[config.mk]
export PLATFORM = sky130hd
export DESIGN_NAME = sub_4bit_result_collector
export DESIGN_NICKNAME = d
export VERILOG_FILES = /design/src/rtl/sub_4bit_result_collector.sv
export SDC_FILE = /design/constraint.sdc
export NUM_CORES = 1
export LEC_CHECK = 0
export CAP_MARGIN = 15
export CORE_ASPECT_RATIO = 1.5
export CORE_MARGIN = 1
export CORE_UTILIZATION = 33
export DETAILED_ROUTE_END_ITERATION = 10
export PLACE_DENSITY = 0.64
export SETUP_SLACK_MARGIN = 0.3
export SLEW_MARGIN = 25
export SYNTH_ARGS = -nofsm -noshare
export SYNTH_HDL_FRONTEND = slang
export SYNTH_SLANG_ARGS = --single-unit
[constraint.sdc]
create_clock -name clk -period 2.3 [get_ports clk]
set_clock_uncertainty 0.05 [all_clocks]
set_input_delay 0.46 -clock clk [delete_from_list [all_inputs] [get_ports clk]]
set_output_delay 0.46 -clock clk [all_outputs]
set_load 0.01 [all_outputs]
[src/rtl/sub_4bit_result_collector.sv]
// rtl/sub_4bit_result_collector.sv - buffers 4-bit subtractor results in a FIFO and keeps sum/overflow statistics
module sub_4bit_result_collector #(
  parameter int DEPTH = 4,
  parameter int CNT_W = 8
) (
  input  logic                     clk,
  input  logic                     rst,
  input  logic                     in_valid,
  input  logic [3:0]               in_diff,
  input  logic                     in_ovf,
  output logic                     in_ready,
  output logic                     out_valid,
  input  logic                     out_ready,
  output logic [3:0]               out_diff,
  output logic                     out_ovf,
  input  logic                     clear,
  output logic [7:0]               sum,
  output logic [CNT_W-1:0]         ovf_count,
  output logic                     ovf_sticky,
  output logic [$clog2(DEPTH):0]   count
);

  localparam int AW = $clog2(DEPTH);
  localparam logic [AW:0] FULL_CNT = (AW+1)'(DEPTH);

  logic [4:0]    mem [DEPTH];
  logic [AW-1:0] wr_ptr;
  logic [AW-1:0] rd_ptr;
  logic          accept;
  logic          pop;
  logic [8:0]    sum_ext;
  logic [7:0]    sum_next;

  // Handshake flags come only from registered occupancy, so there is no comb path from out_ready to in_ready.
  assign in_ready  = (count != FULL_CNT);
  assign out_valid = (count != '0);
  assign accept    = in_valid & in_ready;
  assign pop       = out_valid & out_ready;
  assign out_diff  = mem[rd_ptr][3:0];
  assign out_ovf   = mem[rd_ptr][4];

  always_ff @(posedge clk or posedge rst) begin
    if (rst) begin
      for (int i = 0; i < DEPTH; i++) mem[i] <= '0;
      wr_ptr <= '0;
      rd_ptr <= '0;
      count  <= '0;
    end else begin
      if (accept) begin
        mem[wr_ptr] <= {in_ovf, in_diff};
        wr_ptr      <= wr_ptr + AW'(1);
      end
      if (pop) rd_ptr <= rd_ptr + AW'(1);
      case ({accept, pop})
        2'b10:   count <= count + (AW+1)'(1);
        2'b01:   count <= count - (AW+1)'(1);
        default: count <= count;
      endcase
    end
  end

  // 9-bit add exposes signed overflow as a mismatch between the top two bits.
  always_comb begin
    sum_ext  = {sum[7], sum} + {{5{in_diff[3]}}, in_diff};
    sum_next = sum_ext[7:0];
    if (sum_ext[8] != sum_ext[7]) sum_next = sum_ext[8] ? 8'h80 : 8'h7f;
  end

  always_ff @(posedge clk or posedge rst) begin
    if (rst) begin
      sum        <= '0;
      ovf_count  <= '0;
      ovf_sticky <= 1'b0;
    end else if (clear) begin
      sum        <= '0;
      ovf_count  <= '0;
      ovf_sticky <= 1'b0;
    end else if (accept) begin
      sum <= sum_next;
      if (in_ovf) begin
        if (!(&ovf_count)) ovf_count <= ovf_count + CNT_W'(1);
        ovf_sticky <= 1'b1;
      end
    end
  end

endmodule
==> results.cfg <==
[run_status]
outcome = finished clean

[setup_path]
crit_arrival_ns = 2.33
cp.required_ns = 2.47
cp.buffers_inverters = 1
ff2ff_setup_slack_ns = 0.14
worst-setup-path-type = reg2reg
critPathSlowestCell = or4b_4
slowest_delay_ns = 0.59
end_kind = flop
cp_top_family = simple AND/OR/NAND/NOR gates
critPathMaxFanout = 7
path_cells = ha_4 -> o21ai_2 -> buf_4 -> nor3b_4 -> nor3_2 -> or4b_4 -> o22ai_2
cp-start-kind = flop

[clock_network]
cts_tree = yes
clock-sinks = 44
cts_buffers = 5
htreeDepth = 2
clk_pin_slew_worst_paths_ns = 0.08
clockBufferDepth = 2
cts_root_buf = clkbuf_8
clk_latency_ns = 0.30

[job]
cap_violations = 0

[detailed_routing]
antenna_left = 0
dr.pass1.iters = 4
drc = 0
vias = 2030
wirelength_um = 6040
detail_route.wl_per_cell_um = 14.8
vias_per_cell = 4.96
drt_iter0_markers = 86

[yosys]
ys_async_sr_fraction = 1.00
ys_types = 46
synthMuxAreaShare = 0.142
synth_edf_count = 0
synthesis.nets = 245
ys.flop_type = dfrtp_1
synth_top_family_by_area = multiplexers
synth-xor-area-share = 0.0486
synth-adder-area-share = 0.0853
syn_inst = 219
ys_seq_elements = 44
synth_compound_area_frac = 0.128
seq_area_frac_synth = 0.436
syn-mean-instance-area_um2 = 11.5
syn-cell-area_um2 = 2520
synth-simple-area-share = 0.119
ys.warnings.count = 0

[cells_and_area]
drive_above_1_share = 0.430
diodes = 0
fillers = 676
syn_to_final_growth_pct = 44.8
final_common_cell = buf_4
final_area_um2 = 3650
mostFrequentLayoutCells = 46 x buf_4, 38 x dfrtp_1, 25 x clkdlybuf4s50_1
nets = 334
finalCoreUtilization = 0.499

[floorplanning]
initial_utilization = 0.345
core-area_um2 = 7320
fp-row-count = 38
die_h_um = 109
io_pins = 37
fp.dieArea_um2 = 8010
die_x_um = 73.4

[pwr]
power_mw = 4.33
powerDensity_nw_per_um2 = 1190
ir_worst_vdd_uv = 352
total_leakage_power_nw = 1.59

[placement]
hpwl_um = 4330
place_ws_ns = -0.509
port_buffers = 36
gp_congestion = 0.817
placed_area_um2 = 3250

[global_route]
grt_use_total = 0.166
grt_pass1_wl_um = 10100
grt.overflow.total = 0
first_global_vias = 2097
antenna_found_initial = 0
grt_max_degree = 45

[sta]
finalSetupViolations = 0
report.final.slew_viol_count = 0
tightestPinTransition_ns = 0.577
max_slew_margin = 0.616
rsz0062_at_grt = true
finalHoldViolations = 0
fin_crit_sh = 0.941
max_freq_mhz = 462
min_period_ns = 2.16
fin_hold_ws_ns = 0.457
timing.final.ws_setup_ns = 0.135

[min_path]
min_path_type = reg2reg
==> final timing paths <==
| kind | startpoint | cells past startpoint | endpoint |
|---|---|---|---|
| worst max-delay path | sum[2] | 7 | sum[5] |
| worst min-delay path | mem[8] | 1 | mem[8] |
| worst max register to register | sum[2] | 7 | sum[5] |
| worst min register to register | mem[8] | 1 | mem[8] |
| max in group asynchronous | rst | 3 | sum[6] |
| min in group asynchronous | rst | 3 | count[2] |
==> final cells by class <==
| cell class | count | area (um^2) | area share |
|---|---|---|---|
| clock buffers | 7 | 76.3 | 0.0209 |
| repair buffers | 89 | 767 | 0.210 |
| inverters | 10 | 45.0 | 0.0123 |
| multi-input cells | 158 | 1530 | 0.418 |
| flip-flops and latches | 44 | 1110 | 0.303 |
| well taps | 100 | 125 | 0.0342 |
| clock inverters | 1 | 5.00 | 0.00137 |
==> power by group <==
group	switching (mW)	internal [mW]	leakage, nW
Combinational	1.05	1.49	1.01
Sequential	0.231	1.09	0.542
Clock	0.260	0.214	0.0422
==> cells by family after synthesis <==
| logic type | Yosys count |
|---|---|
| flops | 44 |
| mux | 27 |
| fa+ha+maj | 16 |
| compound gates | 45 |
| buf+inv | 17 |
| xor+xnor | 14 |
| simple gates | 56 |
==> layer usage <==
layer | share of wire | GRT usage | vias to the layer above
li1 | - | - | 979
met1 | 0.39 | 0.194 | 987
met2 | 0.54 | 0.296 | 45
met3 | 0.022 | 0.0148 | 19
met4 | 0.050 | 0.0893 | 0
met5 | 0 | 0 | -
==> worst register-to-register path: stages (launching register included) <==
cell and delay [ns]:
dfrtp_1 0.44, ha_4 0.30, o21ai_2 0.05, buf_4 0.14, nor3b_4 0.25, nor3_2 0.07, or4b_4 0.59, o22ai_2 0.19
==> Yosys cell counts (2+ instances only) <==
master / count / area (um^2)
dfrtp_1: 44 / 1100
nor2_1: 23 / 86.3
mux2_2: 20 / 225
ha_1: 14 / 175
nand2_1: 10 / 37.5
xor2_1: 10 / 87.6
inv_1: 8 / 30.0
o21ai_0: 8 / 40.0
a22oi_1: 7 / 52.6
o22ai_1: 7 / 43.8
a21oi_1: 5 / 25.0
mux4_2: 5 / 113
xnor2_1: 4 / 35.0
a211oi_1: 3 / 22.5
and3_1: 3 / 18.8
clkbuf_1: 3 / 11.3
nor3_1: 3 / 15.0
o2111ai_1: 3 / 26.3
o211ai_1: 3 / 22.5
a211oi_2: 2 / 25.0
a21o_1: 2 / 15.0
a311oi_1: 2 / 17.5
and4_1: 2 / 17.5
buf_6: 2 / 22.5
fa_1: 2 / 40.0
mux2i_1: 2 / 20.0
nor2b_1: 2 / 12.5
nor3b_2: 2 / 25.0
==> registers in the layout (all words and copies together) (netlist names) <==
name / flops
ovf_count: 8
wr_ptr: 2
count: 3
mem: 20
sum: 8
ovf_sticky: 1
rd_ptr: 2
==> stage by stage <==
stage / cells / TNS, ns
floorplan: 219 / 0
global placement: 378 / -3.50
detailed placement: 378 / -3.87
CTS: 401 / 0
global route: 409 / 0
finish: 409 / 0
==> what timing repair did <==
action,4_1_cts,5_1_grt
hold buffers,0,0
pin swaps,22,16
endpoints found under the setup margin,17,13
setup buffers,15,8
gates resized for setup,50,15
(Power assumes the default switching activity.)
